--- src/rtl/pf_pkg.sv ---
// Shared types and constants for the prefetch queue and its in-flight tracker.
// Latency: n/a (types, constants and a pure helper function only).
// Backpressure: n/a.
package pf_pkg;

  // Default address width; prefetch_queue ADDR_W is expected to match it so
  // that queue entries and the invalid marker line up with the ports.
  localparam int PF_ADDR_W = 16;

  // All-ones address is the prefetcher's "no request" marker.
  localparam logic [PF_ADDR_W-1:0] ADDR_INVALID = '1;

  // Saturation limit of the drop counter.
  localparam logic [7:0] DROP_MAX = 8'hFF;

  // One prefetch queue slot.
  typedef struct packed {
    logic                 valid;
    logic                 cancelled;
    logic [PF_ADDR_W-1:0] addr;
  } pf_entry_t;

  // Saturating 8-bit increment used by the drop counter.
  function automatic logic [7:0] satInc8(input logic [7:0] v);
    return (v == DROP_MAX) ? v : v + 8'd1;
  endfunction

endpackage

--- src/rtl/pf_inflight_fifo.sv ---
// In-flight prefetch tracker: in-order address FIFO with a parallel probe match.
// Latency: push/pop visible in count and match the cycle after the edge.
// Backpressure: none internally; push is ignored when full (caller never pushes when full), pop on empty is ignored.
module pf_inflight_fifo
  import pf_pkg::*;
#(
  parameter int ADDR_W = PF_ADDR_W,
  parameter int DEPTH  = 4
) (
  input  logic                       clk,
  input  logic                       rst_n,
  input  logic                       push,
  input  logic [ADDR_W-1:0]          pushAddr,
  input  logic                       pop,
  input  logic [ADDR_W-1:0]          probeAddr,
  output logic                       probeMatch,
  output logic [$clog2(DEPTH+1)-1:0] count
);

  localparam int CW = $clog2(DEPTH + 1);
  localparam int PW = (DEPTH > 1) ? $clog2(DEPTH) : 1;

  logic [ADDR_W-1:0] addrMem [DEPTH];
  logic [DEPTH-1:0]  slotValid;
  logic [PW-1:0]     rdPtr;
  logic [PW-1:0]     wrPtr;
  logic              doPush;
  logic              doPop;

  // DEPTH need not be a power of two, so wrap explicitly.
  function automatic logic [PW-1:0] nextPtr(input logic [PW-1:0] p);
    return (p == PW'(DEPTH - 1)) ? '0 : p + PW'(1);
  endfunction

  // Qualify push/pop against current occupancy.
  always_comb begin
    doPop  = pop && (count != '0);
    doPush = push && ((count != CW'(DEPTH)) || doPop);
  end

  // Pointer, occupancy and per-slot valid bookkeeping.
  always_ff @(posedge clk or negedge rst_n) begin
    if (!rst_n) begin
      rdPtr     <= '0;
      wrPtr     <= '0;
      count     <= '0;
      slotValid <= '0;
    end else begin
      if (doPop) begin
        slotValid[rdPtr] <= 1'b0;
        rdPtr            <= nextPtr(rdPtr);
      end
      if (doPush) begin
        slotValid[wrPtr] <= 1'b1;
        wrPtr            <= nextPtr(wrPtr);
      end
      case ({doPush, doPop})
        2'b10:   count <= count + CW'(1);
        2'b01:   count <= count - CW'(1);
        default: count <= count;
      endcase
    end
  end

  // Address storage; slotValid gates every read so no reset is needed here.
  always_ff @(posedge clk) begin
    if (doPush) addrMem[wrPtr] <= pushAddr;
  end

  // Parallel compare of the probe against every live slot.
  always_comb begin
    probeMatch = 1'b0;
    for (int i = 0; i < DEPTH; i++) begin
      if (slotValid[i] && (addrMem[i] == probeAddr)) probeMatch = 1'b1;
    end
  end

endmodule

--- src/rtl/prefetch_queue.sv ---
// Prefetch request queue with dedup, demand cancel and an in-flight limit.
// Latency: 1 cycle from accepted request to mem_req_valid on an empty queue; one issue per cycle sustained.
// Backpressure: mem_req_ready low holds head stable; full queue or MAX_OUT in flight rejects/stalls, counted in drop_count.
module prefetch_queue
  import pf_pkg::*;
#(
  parameter int ADDR_W  = PF_ADDR_W,
  parameter int DEPTH   = 8,
  parameter int MAX_OUT = 4
) (
  input  logic                         clk,
  input  logic                         rst_n,
  input  logic                         req_valid,
  input  logic [ADDR_W-1:0]            req_addr,
  input  logic                         demand_valid,
  input  logic [ADDR_W-1:0]            demand_addr,
  output logic                         mem_req_valid,
  output logic [ADDR_W-1:0]            mem_req_addr,
  input  logic                         mem_req_ready,
  input  logic                         mem_resp_valid,
  output logic                         full,
  output logic [$clog2(MAX_OUT+1)-1:0] outstanding,
  output logic [7:0]                   drop_count
);

  localparam int PW = $clog2(DEPTH);
  localparam int CW = $clog2(DEPTH) + 1;
  localparam int OW = $clog2(MAX_OUT + 1);

  pf_entry_t     queue [DEPTH];
  logic [PW-1:0] headPtr;
  logic [PW-1:0] tailPtr;
  logic [CW-1:0] occupancy;
  logic [7:0]    dropCnt;

  pf_entry_t     headEntry;
  logic [OW-1:0] inflightCount;
  logic          inflightMatch;
  logic          issueSlotFree;
  logic          issueFire;
  logic          skipHead;
  logic          popHead;
  logic          queueDup;
  logic          demandHit;
  logic          reqLive;
  logic          enqueue;
  logic          dropReq;
  logic          respPop;

  // Head view and issue decision, from registered state only.
  always_comb begin
    headEntry     = queue[headPtr];
    issueSlotFree = (inflightCount < OW'(MAX_OUT));
    mem_req_valid = headEntry.valid && !headEntry.cancelled && issueSlotFree;
    mem_req_addr  = mem_req_valid ? headEntry.addr : '0;
    issueFire     = mem_req_valid && mem_req_ready;
    // Cancelled heads are discarded without touching the memory port.
    skipHead      = headEntry.valid && headEntry.cancelled;
    popHead       = issueFire || skipHead;
    respPop       = mem_resp_valid;
  end

  // Duplicate scan against live (non-cancelled) queue entries.
  always_comb begin
    queueDup = 1'b0;
    for (int i = 0; i < DEPTH; i++) begin
      if (queue[i].valid && !queue[i].cancelled && (queue[i].addr == req_addr)) queueDup = 1'b1;
    end
  end

  // Accept/drop decision; fullness uses last-edge occupancy, no bypass.
  always_comb begin
    demandHit = demand_valid && (demand_addr == req_addr);
    reqLive   = req_valid && (req_addr != ADDR_INVALID);
    enqueue   = reqLive && !full && !queueDup && !inflightMatch && !demandHit;
    dropReq   = reqLive && !enqueue;
  end

  // Queue slots: demand cancel, head retire and tail write.
  always_ff @(posedge clk or negedge rst_n) begin
    if (!rst_n) begin
      for (int i = 0; i < DEPTH; i++) queue[i] <= '0;
    end else begin
      for (int i = 0; i < DEPTH; i++) begin
        if (demand_valid && queue[i].valid && (queue[i].addr == demand_addr)) begin
          queue[i].cancelled <= 1'b1;
        end
      end
      if (popHead) queue[headPtr].valid <= 1'b0;
      // A matching demand forces a drop, so the tail write never races a cancel.
      if (enqueue) queue[tailPtr] <= '{valid: 1'b1, cancelled: 1'b0, addr: req_addr};
    end
  end

  // Ring pointers and occupancy; DEPTH is a power of two so pointers wrap naturally.
  always_ff @(posedge clk or negedge rst_n) begin
    if (!rst_n) begin
      headPtr   <= '0;
      tailPtr   <= '0;
      occupancy <= '0;
    end else begin
      if (popHead) headPtr <= headPtr + PW'(1);
      if (enqueue) tailPtr <= tailPtr + PW'(1);
      case ({enqueue, popHead})
        2'b10:   occupancy <= occupancy + CW'(1);
        2'b01:   occupancy <= occupancy - CW'(1);
        default: occupancy <= occupancy;
      endcase
    end
  end

  // Saturating count of rejected requests.
  always_ff @(posedge clk or negedge rst_n) begin
    if (!rst_n) dropCnt <= '0;
    else if (dropReq) dropCnt <= satInc8(dropCnt);
  end

  // In-order in-flight tracker; also answers the dedup probe for req_addr.
  pf_inflight_fifo #(
    .ADDR_W (ADDR_W),
    .DEPTH  (MAX_OUT)
  ) u_inflight (
    .clk        (clk),
    .rst_n      (rst_n),
    .push       (issueFire),
    .pushAddr   (headEntry.addr),
    .pop        (respPop),
    .probeAddr  (req_addr),
    .probeMatch (inflightMatch),
    .count      (inflightCount)
  );

  // Status outputs reflect state after the last edge.
  always_comb begin
    full        = (occupancy == CW'(DEPTH));
    outstanding = inflightCount;
    drop_count  = dropCnt;
  end

endmodule

--- config.mk ---
export PLATFORM = sky130hd
export DESIGN_NAME = prefetch_queue
export DESIGN_NICKNAME = d
export VERILOG_FILES = /design/src/rtl/pf_pkg.sv /design/src/rtl/pf_inflight_fifo.sv /design/src/rtl/prefetch_queue.sv
export SDC_FILE = /design/constraint.sdc
export NUM_CORES = 1
export LEC_CHECK = 0
export CORE_ASPECT_RATIO = 1.25
export CORE_MARGIN = 2
export CORE_UTILIZATION = 40
export CTS_BUF_LIST = sky130_fd_sc_hd__clkbuf_8
export CTS_CLUSTER_SIZE = 24
export DETAILED_ROUTE_END_ITERATION = 8
export PLACE_DENSITY = 0.53
export REMOVE_ABC_BUFFERS = 1
export SYNTH_ARGS = -nofsm -noshare
export SYNTH_HDL_FRONTEND = slang
export SYNTH_SLANG_ARGS = --single-unit
export TNS_END_PERCENT = 30
--- constraint.sdc ---
create_clock -name clk -period 8 [get_ports clk]
set_input_delay 1.6 -clock clk [delete_from_list [all_inputs] [get_ports clk]]
set_output_delay 1.6 -clock clk [all_outputs]
set_load 0.005 [all_outputs]
==> results of run 1 <==
[power groups by stage]
stage	clock network [µW]	registers [µW]	logic, µW
after floorplan	0	2380	1760
after global placement	0	2670	2680
after detailed placement	0	2680	2700
after CTS	1220	2660	2710
after global routing	1280	2710	2900
final	1190	2670	2710
[per-stage QoR]
stage	power [µW]	hold WS (ns)	instance area, µm²
3_3_place_gp	5350	0.458	15300
6_report	6580	0.465	16200
3_5_place_dp	5370	0.454	15300
4_1_cts	6590	0.468	16200
2_1_floorplan	4140	0.434	13700
5_1_grt	6900	0.508	16200
[cell type report]
cell class | count | share of cell area
repair buffers | 103 | 0.0582
inverters | 11 | 0.00255
flip-flops and latches | 237 | 0.387
clock buffers | 52 | 0.0442
well taps | 474 | 0.0367
clock inverters | 26 | 0.0101
multi-input cells | 816 | 0.462
[routing by layer]
layer / part of all wire / vias up
met5: 0 / -
li1: - / 4206
met4: 0.057 / 0
met2: 0.51 / 422
met1: 0.39 / 5156
met3: 0.047 / 137
[registers in the layout, summed over array words and instances (netlist names)]
signal / count
headPtr: 3
u_inflight.count: 3
tailPtr: 3
occupancy: 4
u_inflight.slotValid: 4
u_inflight.wrPtr: 2
u_inflight.rdPtr: 2
drop_count: 8
u_inflight.addrMem: 64
queue: 144
[how the worst max path moves through the flow]
| stage | cells past startpoint | to | slack (ns) |
|---|---|---|---|
| global placement | 15 | occupancy[2] | 2.15 |
| detailed placement | 15 | occupancy[3] | 2.03 |
| floorplan | 8 | queue[36] | 3.02 |
| global route | 6 | mem_req_addr[3] | 1.83 |
| finish | 6 | mem_req_addr[3] | 2.13 |
| CTS | 6 | mem_req_addr[3] | 2.01 |
[kinds of logic (layout without fill, tap and decap cells)]
group / count (synthesis) / after routing / share of synthesized area
buffers and inverters: 95 / 192 / 0.0376
adder cells (fa/ha/maj): 15 / 15 / 0.0137
XOR/XNOR: 352 / 352 / 0.217
multiplexers: 189 / 189 / 0.178
flip-flops: 237 / 237 / 0.439
AO/OA/AOI/OAI: 42 / 42 / 0.0207
AND/OR/NAND/NOR: 218 / 218 / 0.0946
[cell usage in the layout (no fill, tap or decap), types with 4 or more instances in the layout]
cell type / synthesis / final
edfxtp_1: 64 / 64
dfrtp_1: 173 / 171
ha_1: 14 / 14
buf_4: 14 / 37
a21o_1: 10 / 10
o21ai_0: 6 / 6
inv_1: 10 / 23
nor3_1: 16 / 16
clkinv_1: 0 / 5
clkbuf_8: 0 / 53
mux2_1: 9 / 9
mux2_2: 143 / 143
nor2b_1: 17 / 17
nand4_1: 31 / 31
clkdlybuf4s50_1: 0 / 65
a21oi_1: 5 / 5
nor4_1: 47 / 47
mux4_2: 36 / 36
nand4b_1: 9 / 9
xnor2_1: 151 / 151
nand3_1: 33 / 33
and3_1: 8 / 8
nand2_1: 18 / 18
clkinv_2: 0 / 4
a41oi_1: 8 / 8
xor2_1: 201 / 201
nor2_1: 18 / 18
o22ai_1: 7 / 7
==> metrics.md, run 1 <==
| Metric | Value |
|---|---|
| Worst skew pair latency | `0.59 ns` |
| First-pass GRT wire length | `a little over 70000 µm` |
| Die Ht | `215 µm` |
| Initial antenna violation count | `0` |
| GP Congestion | `0.986` |
| Seq pwr share | `0.406` |
| Fill cells | `3367` |
| Setup total negative slack | `0 ns` |
| Sw Pwr | `2660 µW` |
| RSZ-0062 raised after global routing | `false` |
| Multi-input gate area | `between 0.007 and 0.008 mm²` |
| Final core utilization | `0.459` |
| Core area | `0.0353 mm²` |
| Period utilization | `0.734` |
| Initial DRC count | `759` |
| Ant. Diodes | `0` |
| Synth top cells by count | `xor2_1, dfrtp_1, xnor2_1, mux2_2, edfxtp_1` |
| Crit-path slowest cell | `dfrtp_2` |
| Mapped Cells | `roughly 1100` |
| Total GRT Usage | `0.267` |
| Crit path cell chain | `buf_4 > mux4_2 > mux2_2 > or3_1 > nor2b_1 > clkdlybuf4s50_1` |
| Number of remaining DRC errors | `0` |
| CTS tree | `done` |
| Synth area leaders | `dfrtp_1, edfxtp_1, xor2_1` |
| Clock tree buffer depth | `3` |
| Fmax | `approximately 170 MHz` |
| Largest net degree at the start of global routing | `69` |
| Clk_skew | `around 0.036 ns` |
| Yosys top cell area share | `0.304` |
| Fraction of power spent switching nets | `0.405` |
| Startpoint types | `flip-flop` |
| Met1 usage in global routing | `0.313` |
| TritonRoute pass-1 iters | `7` |
| Fraction of layout cells with a size suffix above 1 | `0.234` |
| CP arrival | `4.27 ns` |
| Worst-path maximum fanout | `26` |
| Final Net Count | `between 1000 and 1500` |
| H-tree depth | `2` |
| Hold buffer count at cts | `0` |
| Post-synth top flop | `dfrtp_1` |
| Vias in the first global route | `10400` |
| Routed length per instance | `28.6 µm` |
| Met2 Usage GRT | `0.476` |
| Endpoints failing setup | `0` |
| VDD IR max | `between 0.15 and 0.2 mV` |
| Crit Path Category | `flip-flop to primary output` |
| Die Footprint | `0.0371 mm²` |
| Hold Path Class | `flip-flop to flip-flop` |
| P per Cell Area | `slightly above 400 mW/mm²` |
| Initial Utilization | `0.404` |
| Reg-to-reg endpoint | `u_inflight.addrMem[3][8]` |
| Via count | `9921` |
| Ports | `between 60 and 70` |
| Clock network fraction of total power | `0.181` |
| Endpoint class of the critical path | `primary output` |
| ANT nets after route | `0` |
| Register area | `0.00625 mm²` |
| Synth unique cells | `about 50` |
| Slew Limit Fails | `0` |
| Reg-to-Reg Start | `headPtr[0]` |
| Synth Register Bits | `237` |
| Port bufs | `66` |
| Post-place setup slack | `2.03 ns` |
| Worst Path Buf+Inv | `2` |
| Worst reg2reg path depth | `6` |
| Area delta synth->final | `13.6%` |
| Vias/cell | `between 5 and 6` |
| Status | `finished, final reports clean` |
| Final worst path period need | `5.87 ns` |
| Tightest Pin Transition | `1.13 ns` |
| Final worst-path setup slack | `2.13 ns` |
| Clk sinks | `~240` |
| Crit path from | `headPtr[0]` |
| GRT busiest layer | `met2` |
| Synth Cell Area | `roughly 0.014 mm²` |
| Synthesis warning total | `0` |
| CP top delay family | `buffers and inverters` |
| Post-CTS Resized | `0` |
| Placed Cells | `1641` |
| R2R setup slack | `3.63 ns` |
| CTS Buf Count | `43` |
| Met3 Use GR | `0.0354` |
| # rows | `77` |
| Clock Root Buffer | `clkbuf_8` |
| Die Wd | `173 µm` |
| Final Non-Filler Cells | `1719` |
| P_int | `a little under 4000 µW` |
| EDFF count, synth | `between 60 and 70` |
| Leak Pwr | `0.00619 µW` |
| Rel. slew slack | `0.243` |
| Hold EP | `occupancy[3]` |
| Post-synth top area cell | `dfrtp_1` |
| Dpl hpwl | `35000 µm` |
| Setup Fix Bufs, Post-CTS | `0` |
| Grt ovf | `0` |
| Logic pwr share | `0.413` |
| Most frequent cell after synthesis | `xor2_1` |
| Largest stage delay, worst path | `0.96 ns` |
| Seq/Total Area, Yosys | `0.439` |
| Synthesized area per cell | `12.4 µm²` |
| CP required | `~6.4 ns` |
| Clock slew at reported path FFs | `roughly 0.06 ns` |
| Post-synth ARST share | `0.730` |
| Hold path depth | `1` |
| Final wirelength | `49200 µm` |
| Hold Vio Cnt, Final | `0` |
| Worst Min Path Start | `occupancy[3]` |
| Max_cap viols | `0` |
Note: power is estimated with default switching activity, not from simulation.
==> inputs of run 2 (changes only) <==
==> constraint.sdc (replaced) <==
create_clock -name clk -period 5.5 [get_ports clk]
set_input_delay 1.1 -clock clk [delete_from_list [all_inputs] [get_ports clk]]
set_output_delay 1.1 -clock clk [all_outputs]
set_load 0.005 [all_outputs]
==> run 2 against run 1 <==
Register-to-register slack worse by 1.7 ns. First-iteration DRC count shrank 7.2%. Total power increased by 46%. Final area grew 1.4%. Largest power group unchanged. Highest routed layer unchanged.
==> metrics.md, run 2 (synthesized netlist as in run 1, its figures left out) <==
| Metric | Value |
|---|---|
| Status | `finished, final reports clean` |
| Seq pwr share | `0.398 (-0.008)` |
| Clock network fraction of total power | `0.180 (about the same)` |
| Die Footprint | `0.0371 mm² (unchanged)` |
| GP Congestion | `0.927 (-6.0%)` |
| Routed length per instance | `28.7 µm (+0.16%)` |
| Clock slew at reported path FFs | `0.05 ns (about the same)` |
| Hold buffer count at cts | `0 (unchanged)` |
| Worst Min Path Start | `occupancy[3]` |
| Number of flip-flops in the largest register | `144 (unchanged)` |
| Max_cap viols | `0 (unchanged)` |
| Area delta synth->final | `15.2%` |
| Vias/cell | `5.59 (-3.2%)` |
| Die Ht | `215 µm (unchanged)` |
| Worst-path maximum fanout | `17 (-35%)` |
| Leading cell type in the layout, fill and taps excluded | `xor2_1` |
| H-tree depth | `2 (unchanged)` |
| ANT nets after route | `0 (unchanged)` |
| Clock tree buffer depth | `3 (unchanged)` |
| First-pass GRT wire length | `73600 µm (+1.6%)` |
| Logic pwr share | `0.422 (+0.009)` |
| Sw Pwr | `3880 µW (+46%)` |
| R2R setup slack | `1.95 ns (-1.68 ns)` |
| Biggest register | `queue` |
| P_int | `5740 µW (+47%)` |
| P per Cell Area | `586 mW/mm² (+44%)` |
| Core area | `0.0353 mm² (unchanged)` |
| Ports | `67 (unchanged)` |
| Largest net degree at the start of global routing | `97 (+41%)` |
| Ant. Diodes | `0 (unchanged)` |
| Period utilization | `0.824` |
| Endpoints failing setup | `0 (unchanged)` |
| Reg-to-Reg Start | `headPtr[0]` |
| # rows | `77 (unchanged)` |
| CP arrival | `3.43 ns (-0.84 ns)` |
| Hold Path Class | `flip-flop to flip-flop` |
| Fmax | `221 MHz` |
| Clk sinks | `237 (unchanged)` |
| Initial DRC count | `704 (-7.2%)` |
| Most frequent cells in the layout | `xor2_1, dfrtp_1, xnor2_1` |
| CP required | `4.40 ns (-2.00 ns)` |
| Total GRT Usage | `0.273 (+0.00551)` |
| Hold slack | `0.465 ns (-0.0000660 ns)` |
| Leak Pwr | `0.00634 µW (+2.4%)` |
| Slew Limit Fails | `0 (unchanged)` |
| Grt ovf | `0 (unchanged)` |
| Final Net Count | `1289 (+1.9%)` |
| Fill cells | `3290 (-2.3%)` |
| Final wirelength | `49900 µm (+1.4%)` |
| Crit Path Category | `flip-flop to primary output` |
| Worst reg2reg path depth | `5 (-1)` |
| Rel. slew slack | `0.348 (+0.105)` |
| Via count | `9729 (-1.9%)` |
| Endpoint class of the critical path | `primary output` |
| Number of remaining DRC errors | `0 (unchanged)` |
| Dpl hpwl | `36000 µm (+2.9%)` |
| Vias in the first global route | `10500 (+0.64%)` |
| Final worst path period need | `around 4.5 ns` |
| Tightest Pin Transition | `0.978 ns (-0.153 ns)` |
| Initial antenna violation count | `0 (unchanged)` |
| Crit path from | `headPtr[0]` |
| RSZ-0062 raised after global routing | `false` |
| Clock Root Buffer | `clkbuf_8` |
| Initial Utilization | `0.404 (unchanged)` |
| Crit path capture | `mem_req_addr[10]` |
| Clk_skew | `0.0186 ns (-0.0173 ns)` |
| Fraction of layout cells with a size suffix above 1 | `0.248 (+0.0141)` |
| Worst skew pair latency | `0.57 ns (-0.02 ns)` |
| Post-CTS Resized | `0 (unchanged)` |
| Setup Fix Bufs, Post-CTS | `0 (unchanged)` |
| CTS Buf Count | `44 (+2.3%)` |
| Hold Vio Cnt, Final | `0 (unchanged)` |
| Port bufs | `66 (unchanged)` |
| Fraction of power spent switching nets | `0.403 (-0.00153)` |
| Die Wd | `173 µm (unchanged)` |
| Reg-to-reg endpoint | `u_inflight.addrMem[3][4]` |
| VDD IR max | `0.300 mV (+72%)` |
| TritonRoute pass-1 iters | `5 (-2)` |
| CTS tree | `done` |
| Setup total negative slack | `0 ns (unchanged)` |
| Startpoint types | `flip-flop` |
[run 2: cell types whose count changed in the layout (fill, tap and decap cells not counted)]
cell	previous run	this run
inv_1	23	27
inv_6	1	0
clkinv_1	5	0
buf_12	0	4
buf_4	37	56
clkbuf_8	53	54
[run 2: power groups by stage]
| stage | Clock, µW | Sequential, µW | Combinational (µW) |
|---|---|---|---|
| after floorplan | 0 | 3460 | 2570 |
| after global placement | 0 | 3850 | 4020 |
| after detailed placement | 0 | 3850 | 4040 |
| after CTS | 1770 | 3820 | 4060 |
| after global routing | 1860 | 3910 | 4340 |
| final | 1730 | 3830 | 4060 |
[run 2: worst min-delay path by stage]
stage,to,slack [ns],depth (start not counted)
after floorplan,occupancy[3],0.43,1
after global placement,occupancy[3],0.45,1
after detailed placement,occupancy[3],0.45,1
after CTS,occupancy[3],0.47,1
after global routing,occupancy[3],0.49,1
final,occupancy[3],0.46,1
[run 2: area by class of cell]
class,instances,area (µm²),area share
multi-input combinational,816,7470,0.455
inverter,11,41.3,0.00252
clock buffer,53,729,0.0445
sequential,237,6250,0.381
tap,474,593,0.0362
clock inverter,24,151,0.00923
timing repair buffer,126,1160,0.0710
[run 2: worst max-delay path, cell delays in order (launching register included)]
cell and delay (ns):
dfrtp_2 0.65, mux4_2 0.59, mux2_2 0.33, or3_1 0.56
nor2b_1 0.20, clkdlybuf4s50_1 0.51
[run 2: per-layer routing]
metal,global-route usage,wire length [µm]
met3,0.0412,2100
met1,0.306,19000
met4,0.158,3190
met2,0.492,25700
met5,0,0
[run 2: per-stage QoR]
| step | utilization | cells | total power, µW | area (µm²) | setup slack, ns |
|---|---|---|---|---|---|
| after floorplan | - | 1064 | 6030 | 13700 | 1.02 |
| after global placement | 0.440 | 1664 | 7870 | 15500 | 0.508 |
| after detailed placement | 0.440 | 1664 | 7890 | 15500 | 0.485 |
| after CTS | 0.465 | 1741 | 9660 | 16400 | 0.888 |
| after global routing | 0.465 | 1741 | 10100 | 16400 | 0.732 |
| final | 0.465 | 1741 | 9620 | 16400 | 0.970 |
